<file path="src/rtl/muldiv_unit_if.sv">
// muldiv_unit_if: request/result bundle for muldiv_unit.
//   master (requester): drives start, op, a, b, cancel; receives busy, done, hi, lo, div0.
//   slave  (muldiv_unit): the mirror image.
//   WIDTH must match the WIDTH of the attached muldiv_unit.
interface muldiv_unit_if #(
  parameter int unsigned WIDTH = 32
) ();

  logic             start;
  logic [1:0]       op;      // 00 mult, 01 multu, 10 div, 11 divu
  logic [WIDTH-1:0] a;
  logic [WIDTH-1:0] b;
  logic             cancel;
  logic             busy;
  logic             done;
  logic [WIDTH-1:0] hi;
  logic [WIDTH-1:0] lo;
  logic             div0;

  modport master (
    output start, op, a, b, cancel,
    input  busy, done, hi, lo, div0
  );

  modport slave (
    input  start, op, a, b, cancel,
    output busy, done, hi, lo, div0
  );

endinterface

</file>
<file path="src/rtl/muldiv_unit.sv">
// muldiv_unit: iterative radix-2 multiplier / restoring divider, one bit per cycle.
//
// Ports:
//   clk  - clock, rising edge
//   rst  - asynchronous active-high reset
//   bus  - muldiv_unit_if.slave: start/op/a/b/cancel in, busy/done/hi/lo/div0 out
//
// Operation: a start accepted in IDLE loads operand magnitudes and enters RUN for WIDTH
// iterations, then FIN applies the sign fix-up and writes hi/lo, pulsing done in the
// following cycle. mult/multu give {hi,lo} = a*b; div/divu give hi = remainder,
// lo = quotient (truncating, remainder takes the sign of a). cancel aborts RUN/FIN with
// the previous result left intact.
//
// Build option: define MULDIV_DIV0_EN to detect divide-by-zero. Then div/divu with b == 0
// go straight to FIN and complete with hi = a, lo = all-ones, div0 = 1. Without it div0
// is tied low and b == 0 runs the normal sequence with an unspecified result.
module muldiv_unit #(
  parameter int unsigned WIDTH = 32
) (
  input logic          clk,
  input logic          rst,
  muldiv_unit_if.slave bus
);

  localparam int unsigned    CntW     = $clog2(WIDTH + 1);
  localparam logic [CntW-1:0] LastIter = CntW'(WIDTH - 1);

  typedef enum logic [1:0] {
    StIdle,
    StRun,
    StFin
  } state_e;

  state_e           state_q;
  logic [CntW-1:0]  cnt_q;
  // acc_q: running product high half / partial remainder.
  // lsw_q: multiplier shifting out, product low half / dividend shifting out, quotient in.
  // opnd_q: multiplicand or divisor magnitude.
  logic [WIDTH-1:0] acc_q;
  logic [WIDTH-1:0] lsw_q;
  logic [WIDTH-1:0] opnd_q;
  logic             is_div_q;
  logic             neg_main_q;   // negate product or quotient in FIN
  logic             neg_rem_q;    // negate remainder in FIN
  logic             busy_q;
  logic             done_q;
  logic [WIDTH-1:0] hi_q;
  logic [WIDTH-1:0] lo_q;

  // ---------------------------------------------------------------------------
  // Request decode and operand magnitudes
  // ---------------------------------------------------------------------------
  logic             op_signed;
  logic             op_div;
  logic             a_neg;
  logic             b_neg;
  logic [WIDTH-1:0] a_mag;
  logic [WIDTH-1:0] b_mag;
  logic             div0_hit;

  assign op_signed = ~bus.op[0];
  assign op_div    = bus.op[1];
  assign a_neg     = op_signed & bus.a[WIDTH-1];
  assign b_neg     = op_signed & bus.b[WIDTH-1];
  // -(-2^(WIDTH-1)) wraps to 2^(WIDTH-1), which is the correct unsigned magnitude.
  assign a_mag     = a_neg ? -bus.a : bus.a;
  assign b_mag     = b_neg ? -bus.b : bus.b;

`ifdef MULDIV_DIV0_EN
  assign div0_hit = op_div & (bus.b == '0);
`else
  assign div0_hit = 1'b0;
`endif

  // ---------------------------------------------------------------------------
  // One iteration step
  // ---------------------------------------------------------------------------
  // Multiply: add multiplicand when the current multiplier bit is set, then shift the
  // whole {carry, acc, lsw} right by one.
  logic [WIDTH:0]   mul_sum;
  logic [WIDTH-1:0] mul_acc;
  logic [WIDTH-1:0] mul_lsw;

  assign mul_sum = {1'b0, acc_q} + (lsw_q[0] ? {1'b0, opnd_q} : {(WIDTH + 1){1'b0}});
  assign mul_acc = mul_sum[WIDTH:1];
  assign mul_lsw = {mul_sum[0], lsw_q[WIDTH-1:1]};

  // Divide (restoring): shift next dividend bit into the remainder and subtract the
  // divisor if it fits. The remainder never exceeds WIDTH bits, so the difference is
  // only needed modulo 2^WIDTH.
  logic [WIDTH:0]   div_shift;
  logic             div_ge;
  logic [WIDTH-1:0] div_sub;
  logic [WIDTH-1:0] div_acc;
  logic [WIDTH-1:0] div_lsw;

  assign div_shift = {acc_q, lsw_q[WIDTH-1]};
  assign div_ge    = div_shift >= {1'b0, opnd_q};
  assign div_sub   = div_shift[WIDTH-1:0] - opnd_q;
  assign div_acc   = div_ge ? div_sub : div_shift[WIDTH-1:0];
  assign div_lsw   = {lsw_q[WIDTH-2:0], div_ge};

  // ---------------------------------------------------------------------------
  // Sign fix-up applied in FIN
  // ---------------------------------------------------------------------------
  logic [2*WIDTH-1:0] prod_raw;
  logic [2*WIDTH-1:0] prod_fix;
  logic [WIDTH-1:0]   quot_fix;
  logic [WIDTH-1:0]   rem_fix;
  logic [WIDTH-1:0]   res_hi;
  logic [WIDTH-1:0]   res_lo;

  assign prod_raw = {acc_q, lsw_q};
  assign prod_fix = neg_main_q ? -prod_raw : prod_raw;
  assign quot_fix = neg_main_q ? -lsw_q : lsw_q;
  assign rem_fix  = neg_rem_q ? -acc_q : acc_q;
  assign res_hi   = is_div_q ? rem_fix : prod_fix[2*WIDTH-1:WIDTH];
  assign res_lo   = is_div_q ? quot_fix : prod_fix[WIDTH-1:0];

  // ---------------------------------------------------------------------------
  // Control and datapath state
  // ---------------------------------------------------------------------------
`ifdef MULDIV_DIV0_EN
  logic div0_pend_q;
  logic div0_q;
`endif

  always_ff @(posedge clk or posedge rst) begin
    if (rst) begin
      state_q     <= StIdle;
      cnt_q       <= '0;
      acc_q       <= '0;
      lsw_q       <= '0;
      opnd_q      <= '0;
      is_div_q    <= 1'b0;
      neg_main_q  <= 1'b0;
      neg_rem_q   <= 1'b0;
      busy_q      <= 1'b0;
      done_q      <= 1'b0;
      hi_q        <= '0;
      lo_q        <= '0;
`ifdef MULDIV_DIV0_EN
      div0_pend_q <= 1'b0;
      div0_q      <= 1'b0;
`endif
    end else begin
      done_q <= 1'b0;
      unique case (state_q)
        StIdle: begin
          if (bus.start && !bus.cancel) begin
            cnt_q    <= '0;
            is_div_q <= op_div;
            busy_q   <= 1'b1;
            if (div0_hit) begin
              // Skip RUN; FIN passes acc/lsw through unchanged.
              state_q     <= StFin;
              acc_q       <= bus.a;
              lsw_q       <= '1;
              opnd_q      <= bus.b;
              neg_main_q  <= 1'b0;
              neg_rem_q   <= 1'b0;
`ifdef MULDIV_DIV0_EN
              div0_pend_q <= 1'b1;
`endif
            end else begin
              state_q    <= StRun;
              acc_q      <= '0;
              neg_main_q <= a_neg ^ b_neg;
              neg_rem_q  <= a_neg;
              if (op_div) begin
                lsw_q  <= a_mag;
                opnd_q <= b_mag;
              end else begin
                lsw_q  <= b_mag;
                opnd_q <= a_mag;
              end
`ifdef MULDIV_DIV0_EN
              div0_pend_q <= 1'b0;
`endif
            end
          end
        end

        StRun: begin
          if (bus.cancel) begin
            state_q <= StIdle;
            busy_q  <= 1'b0;
          end else begin
            acc_q <= is_div_q ? div_acc : mul_acc;
            lsw_q <= is_div_q ? div_lsw : mul_lsw;
            cnt_q <= cnt_q + CntW'(1);
            if (cnt_q == LastIter) begin
              state_q <= StFin;
            end
          end
        end

        StFin: begin
          state_q <= StIdle;
          busy_q  <= 1'b0;
          if (!bus.cancel) begin
            hi_q   <= res_hi;
            lo_q   <= res_lo;
            done_q <= 1'b1;
`ifdef MULDIV_DIV0_EN
            div0_q <= div0_pend_q;
`endif
          end
        end

        default: begin
          state_q <= StIdle;
          busy_q  <= 1'b0;
        end
      endcase
    end
  end

  assign bus.busy = busy_q;
  assign bus.done = done_q;
  assign bus.hi   = hi_q;
  assign bus.lo   = lo_q;
`ifdef MULDIV_DIV0_EN
  assign bus.div0 = div0_q;
`else
  assign bus.div0 = 1'b0;
`endif

endmodule
</file>
<file path="src/flat_wrapper.sv">
// flat-port wrapper written by rule: the top's interface ports become plain ports
module muldiv_unit_flat 
#(
  parameter int unsigned WIDTH = 32
)
  (clk, rst, bus_start, bus_op, bus_a, bus_b, bus_cancel, bus_busy, bus_done, bus_hi, bus_lo, bus_div0);
  muldiv_unit_if #(.WIDTH(WIDTH)) bus_i ();
  input logic clk;
  input logic rst;
  input wire logic [$bits(bus_i.start)-1:0] bus_start;
  input wire logic [$bits(bus_i.op)-1:0] bus_op;
  input wire logic [$bits(bus_i.a)-1:0] bus_a;
  input wire logic [$bits(bus_i.b)-1:0] bus_b;
  input wire logic [$bits(bus_i.cancel)-1:0] bus_cancel;
  output wire logic [$bits(bus_i.busy)-1:0] bus_busy;
  output wire logic [$bits(bus_i.done)-1:0] bus_done;
  output wire logic [$bits(bus_i.hi)-1:0] bus_hi;
  output wire logic [$bits(bus_i.lo)-1:0] bus_lo;
  output wire logic [$bits(bus_i.div0)-1:0] bus_div0;
  assign bus_i.start = bus_start;
  assign bus_i.op = bus_op;
  assign bus_i.a = bus_a;
  assign bus_i.b = bus_b;
  assign bus_i.cancel = bus_cancel;
  assign bus_busy = bus_i.busy;
  assign bus_done = bus_i.done;
  assign bus_hi = bus_i.hi;
  assign bus_lo = bus_i.lo;
  assign bus_div0 = bus_i.div0;
  muldiv_unit #(.WIDTH(WIDTH)) u_core (.clk(clk), .rst(rst), .bus(bus_i));
endmodule
</file>
<file path="config.mk">
export PLATFORM = sky130hd
export DESIGN_NAME = muldiv_unit_flat
export DESIGN_NICKNAME = d
export VERILOG_FILES = /design/src/rtl/muldiv_unit_if.sv /design/src/rtl/muldiv_unit.sv /design/src/flat_wrapper.sv
export SDC_FILE = /design/constraint.sdc
export NUM_CORES = 1
export LEC_CHECK = 0
export BUFFER_PORTS_ARGS = -buffer_cell sky130_fd_sc_hd__buf_2
export CAP_MARGIN = 40
export CORE_ASPECT_RATIO = 0.7
export CORE_UTILIZATION = 50
export DETAILED_ROUTE_END_ITERATION = 10
export PLACE_DENSITY = 0.69
export RECOVER_POWER = 100
export REMOVE_ABC_BUFFERS = 1
export SYNTH_ARGS = -nofsm -noshare
export SYNTH_HDL_FRONTEND = slang
export SYNTH_SLANG_ARGS = --single-unit
</file>
<file path="constraint.sdc">
create_clock -name clk -period 6.34 [get_ports clk]
set_input_delay 0.317 -clock clk [delete_from_list [all_inputs] [get_ports clk]]
set_output_delay 0.317 -clock clk [all_outputs]
set_load 0.005 [all_outputs]
</file>
# After elaboration in Yosys (flattened, before gate mapping)
# Index checks and enable logic that the tools add are counted.
classes:
  add_sub_neg: 8
  bitwise_logic: 5
  eq_ne: 7
  n_mux: 31
  n_reduce_logical: 9
  order_cmp: 1
ops:
  columns: ["operator", "count"]
  rows:
  - ["32-bit two-way mux", 16]
  - ["32-bit negation", 4]
  - ["32-bit case mux with 2 select lines", 2]
  - ["64-bit two-way mux", 1]
  - ["64-bit negation", 1]
  - ["32-bit by 33-bit adder with 33-bit output", 1]
  - ["33-bit by 32-bit greater-or-equal comparator with 1-bit output", 1]
  - ["32-bit subtractor", 1]
  - ["6-bit two-way mux", 2]
  - ["6-bit case mux with 2 select lines", 1]
  - ["2-bit AND reduction", 4]
  - ["6-bit by 1-bit adder with 6-bit output (second input constant)", 1]
  - ["6-bit by 5-bit == test with 1-bit output (second input constant)", 1]
  - ["2-bit two-way mux", 3]
  - ["1-bit two-way mux", 4]
  - ["2-bit inequality test (second input constant)", 2]
  - ["2-bit case mux with 2 select lines", 1]
  - ["3-bit by 2-bit inequality test with 1-bit output (second input constant)", 1]
  - ["3-bit AND reduction", 1]
  - ["1-bit bitwise AND", 2]
  - ["2-bit by 1-bit == test with 1-bit output (second input constant)", 1]
  - ["2-bit == test (second input constant)", 1]
  - ["2-bit zero test", 1]
  - ["2-bit by 1-bit inequality test with 1-bit output (second input constant)", 1]
  - ["other kinds (6)", 7]
word_totals:
  input_bits: 70
  output_inout_bits: 67
  register_bits: 173
  wordCells: 73

# Logic depth before layout (Yosys ltp)
depth:
  word_depth: 6
  ltp_mapped: 15
  depth_no_buf: 14

# Worst setup path after synthesis
# No wires, ideal clock.
synth_path:
  kind: "reg-to-reg"
  start: "register u_core.lsw_q[31]"
  end: "register u_core.acc_q[30]"
  arrival_time_ns: 3.157
  required_ns: 6.246
  setup_time_ns: 0.094
  synth_period_minus_slack_ns: 3.250
  path_stages_with_launch: 15
  slack_ns: 3.090
  path_buffers: 0
  path_cell_list: "dfrtp_1 -> inv_1 -> ha_1 -> inv_1 -> fa_1 -> a21o_1 -> a221oi_1 -> o21ba_2 -> o21ai_0 -> a41oi_1 -> o21bai_1 -> a221o_1 -> a21oi_1 -> xor2_1 -> a211oi_1"
synth_between:
  elab_chain_cells: 5
  word_cells_on_any_way: 6
  classes_between: "add/sub (1); order compare (1); mux (4)"
synth_rtl:
  columns: ["element", "line", "rtl"]
  rows:
  - ["start, declared", "muldiv_unit.sv:40", "logic [WIDTH-1:0] lsw_q;"]
  - ["start signal, assigned", "muldiv_unit.sv:171", "lsw_q <= a_mag;"]
  - ["start signal, assigned", "muldiv_unit.sv:174", "lsw_q <= b_mag;"]
  - ["start signal, assigned", "muldiv_unit.sv:190", "lsw_q <= is_div_q ? div_lsw : mul_lsw;"]
  - ["32-bit subtractor or 33-bit by 32-bit greater-or-equal comparator with 1-bit output (tied branches)", "muldiv_unit.sv:99, muldiv_unit.sv:98", null]
  - ["32-bit two-way mux *", "muldiv_unit.sv:100", "assign div_acc = div_ge ? div_sub : div_shift[WIDTH-1:0];"]
  - ["32-bit two-way mux *", "muldiv_unit.sv:189", "acc_q <= is_div_q ? div_acc : mul_acc;"]
  - ["32-bit two-way mux *", "muldiv_unit.sv:185", "if (bus.cancel) begin"]
  - ["32-bit case mux with 2 select lines *", "muldiv_unit.sv:148", "unique case (state_q)"]
  - ["end signal, assigned", "muldiv_unit.sv:157", "acc_q <= bus.a;"]
  - ["end signal, assigned", "muldiv_unit.sv:189", null]
  - ["end, declared", "muldiv_unit.sv:39", "logic [WIDTH-1:0] acc_q;"]
# Every way passes the cells marked *; elsewhere a longest branch is shown, timed or not. The select of a mux whose other input is x is not followed.
# A chain may end at the register's enable or synchronous reset.

# Worst setup path in the final report
layout_path:
  start: "register u_core.lsw_q[0]"
  end: "register u_core.hi_q[25], in the netlist u_core.bus.hi[25]"
layout_between:
  elab_chain_cells: 3
layout_rtl:
  columns: ["element", "line", "rtl"]
  rows:
  - ["64-bit negation", "muldiv_unit.sv:114", "assign prod_fix = neg_main_q ? -prod_raw : prod_raw;"]
  - ["64-bit two-way mux", "muldiv_unit.sv:114", null]
  - ["32-bit two-way mux", "muldiv_unit.sv:117", "assign res_hi = is_div_q ? rem_fix : prod_fix[2*WIDTH-1:WIDTH];"]
  - ["end signal, assigned", "muldiv_unit.sv:202", "hi_q <= res_hi;"]
  - ["end, declared", "muldiv_unit.sv:47", "logic [WIDTH-1:0] hi_q;"]
# No other way between the ends.

==> results.py <==
metrics = {
    "run_status": {
        "status": "finished, violations left",
        "failing_checks": "DRC, capacitance limit, slew limit",
    },
    "clocking": {
        "clock_latency_ns": 0.46,
        "tritoncts_num_sinks": 173,
        "post_cts_resize_count": 0,
        "cts.htree.levels": 4,
        "tritoncts": "yes",
        "clock_path_buffers": 2,
        "clkSlewWorstSetupHoldPaths_ns": 0.07,
        "numCtsBuffers": 17,
        "cts_root_buf": "sky130_fd_sc_hd__clkbuf_16",
    },
    "placement": {
        "hpwl_microns": 34270,
        "post_placement_cell_area_sq_um": 15070,
        "buffer_ports.inserted": 135,
        "globalplace.congestion": 0.9698,
        "post-place-ws_ns": 1.955,
    },
    "synthesis": {
        "synthCells": 1803,
        "synth_most_common_cell": "sky130_fd_sc_hd__nand2_1",
        "synth-async-reset-ratio_pct": 100.0,
        "number_of_enable_flip_flop_cells_after_synthesis": 0,
        "synth_area_leader_cell": "sky130_fd_sc_hd__dfrtp_1",
        "synth.top_cells.by_count": "189 x sky130_fd_sc_hd__nand2_1, 188 x sky130_fd_sc_hd__o21ai_0, 178 x sky130_fd_sc_hd__nor2_1, 173 x sky130_fd_sc_hd__dfrtp_1, 172 x sky130_fd_sc_hd__a21oi_1",
        "netlist-cell-type-count": 71,
        "syn-mean-instance-area_sq_um": 7.821,
        "mappedNetlistArea_sq_um": 14100,
        "flip_flop_cell_with_the_highest_count_after_synthesis": "sky130_fd_sc_hd__dfrtp_1",
        "ys_seq_elements": 173,
        "synth_top_area_share_pct": 30.70,
        "post_synth_main_area_contributors": "sky130_fd_sc_hd__dfrtp_1 31%, sky130_fd_sc_hd__o21ai_0 6.7%, sky130_fd_sc_hd__xnor2_1 6.5%, sky130_fd_sc_hd__ha_1 6.1%, sky130_fd_sc_hd__a21oi_1 6.1%",
        "synth-seq-area-share_pct": 30.70,
        "synth.yosys.warnings": 0,
    },
    "sta": {
        "setup_viol": 0,
        "final-hold-violation-count": 0,
        "finalClockSkew_ns": 0.01090,
        "worst_slack_ns": 1.136,
        "fin_crit_sh_pct": 82.08,
        "worst_slew_margin_rel_pct": -81.91,
        "worst_pin_slew_ns": 2.714,
        "rsz0062_at_grt": "false",
        "fmax_mhz": 192.2,
        "post-route-min-period_ns": 5.204,
        "timing_max_transition_violations_final": 458,
    },
    "global_route": {
        "grt_antenna_before_repair": 0,
        "number_of_global_route_vias_before_repair": 12750,
        "gr-usage-all-layers_pct": 32.50,
        "grt_first_pass_wirelength_microns": 72340,
        "grt.overflow.total": 0,
        "met3_usage_pct": 8.196,
        "global_route.peak_usage_layer": "met1",
        "grt_max_degree": 79,
        "grt.met2_usage_pct": 46.00,
        "grt_use_met1_pct": 48.42,
    },
    "route": {
        "via_per_inst": 6.052,
        "postRouteWirelength_microns": 45900,
        "detailroute.via_count": 13690,
        "drt_pre_antenna_iters": 8,
        "initialDrtViolationCount": 1388,
        "postRouteAntennaNets": 0,
        "detail_route.wl_per_cell_microns": 20.29,
        "drc_errors_left": 1,
    },
    "critical_path": {
        "path_cells": "clkinv_1 > clkbuf_1 > nand2_1 > nor3_1 > nand4_1 > or4_1 > nand2_2 > o21ai_1 > a21oi_1 > xor2_1 > o21ai_0",
        "critical_path.max_stage_delay_ns": 0.98,
        "path_max_fanout": 21,
        "worstPathArrival_ns": 5.48,
        "cp-start-kind": "register",
        "criticalPathCategory": "reg -> reg",
        "endpoint_kind": "register",
        "crit_slowest_cell": "sky130_fd_sc_hd__clkbuf_1",
        "timing.critical_path.required_ns": 6.62,
    },
    "die": {
        "core_area_sq_um": 27760,
        "boundaryPins": 137,
        "die_w_microns": 202.7,
        "fp.dieArea_sq_um": 28890,
        "row_count": 51,
        "start_util_pct": 50.80,
        "fp.dieH_microns": 142.5,
    },
    "power": {
        "power_mw": 6.045,
        "cellPowerDensity_nw_per_um2": 388.4,
        "irDropWorstVdd_v": 0.0002290,
        "p_leak_nw": 6.976,
    },
    "final_layout": {
        "finish.net_count": 2019,
        "insertedDiodeCount": 0,
        "final_cell_area_sq_um": 15560,
        "final.fill_count": 2668,
        "layout-drive-gt1-share_pct": 9.360,
        "area_growth_pct": 10.37,
    },
    "job": {
        "drv_cap": 9,
    },
    "worst_hold_path": {
        "min_delay_path_class": "in -> reg",
    },
}
## registers in the layout (all words and copies together), names as in the netlist
name and flops:
u_core.acc_q 32, u_core.bus.busy 1, u_core.bus.done 1, u_core.bus.hi 32
u_core.bus.lo 32, u_core.cnt_q 6, u_core.is_div_q 1, u_core.lsw_q 32
u_core.neg_main_q 1, u_core.neg_rem_q 1, u_core.opnd_q 32, u_core.state_q 2
## layout by cell type, fill, tap and decap left out, drive strengths merged, types with 25 or more instances in the layout
| cell type | instances |
|---|---|
| a21oi | 174 |
| o21ai | 202 |
| clkbuf | 61 |
| nand3 | 25 |
| buf | 115 |
| dfrtp | 173 |
| xor2 | 71 |
| mux2i | 58 |
| inv | 84 |
| nor3 | 41 |
| ha | 69 |
| a21o | 31 |
| o211ai | 25 |
| nand2 | 190 |
| nor2 | 179 |
| xnor2 | 104 |
## cell families after synthesis
| group | count (synthesis) | synth area share, % |
|---|---|---|
| xor gates and xnor gates | 175 | 10.87 |
| adders and majority gates | 71 | 6.406 |
| muxes | 62 | 4.437 |
| DFF | 173 | 30.70 |
| other | 1 | 0.02659 |
| buffers and inverters | 183 | 5.031 |
| and+or+nand+nor | 564 | 18.31 |
| AOI/OAI and AO/OA | 574 | 24.22 |
## stage by stage
stage	hold slack (ns)	cells	util, %	setup TNS, ns
global placement	0.4140	2224	54.05	0
detailed placement	0.4256	2229	54.28	0
global route	0.1533	2262	56.07	0
finish	0.1487	2262	56.07	0
CTS	0.1248	2262	56.50	0
floorplan	0.3948	1700	-	-15.27
## metal layers
layer	routed length [microns]	vias up
met5	0	-
li1	-	6545
met4	806	0
met2	18700	553
met3	4250	55
met1	22140	6537
## cell type report
type                            count  area [sq um]  area share (%)
Multi-Input combinational cell   1447          9059           58.20
Sequential cell                   173          4330           27.82
Timing Repair Buffer              159         802.0           5.153
Tap cell                          371         464.2           2.983
Clock buffer                       18         429.2           2.757
Inverter                           80         301.5           1.937
Clock inverter                     14         177.7           1.142
## what timing repair did
item,in CTS,in global routing
buffers inserted,0,0
endpoints found under the hold margin,56,0
hold buffers,1,0
## where the power goes
group / switching (mW) / leakage, nW / internal, mW
combinational: 1.95 / 4.42 / 1.32
clock: 0.501 / 0.296 / 0.627
sequential: 0.369 / 2.26 / 1.28
## path summary, 6_finish.rpt
check,from,endpoint,slack [ns],depth (start not counted)
max in group asynchronous,rst,u_core.is_div_q,2.55,4
max reg2reg,u_core.lsw_q[0],u_core.bus.hi[25],1.14,11
min in group asynchronous,rst,u_core.bus.lo[5],1.12,3
min reg2reg,u_core.bus.hi[30],u_core.bus.hi[30],0.48,2
max,u_core.lsw_q[0],u_core.bus.hi[25],1.14,11
min,bus_op[0],u_core.neg_main_q,0.15,2
## worst max-delay path: cells and delay by family (launching register included)
family                 cells  cell delay, ns
XOR/XNOR                   1            0.26
buffers and inverters      2            1.30
AND/OR/NAND/NOR            5            2.42
flip-flops                 1            0.42
AO/OA/AOI/OAI              3            0.62
(Power assumes the default switching activity.)
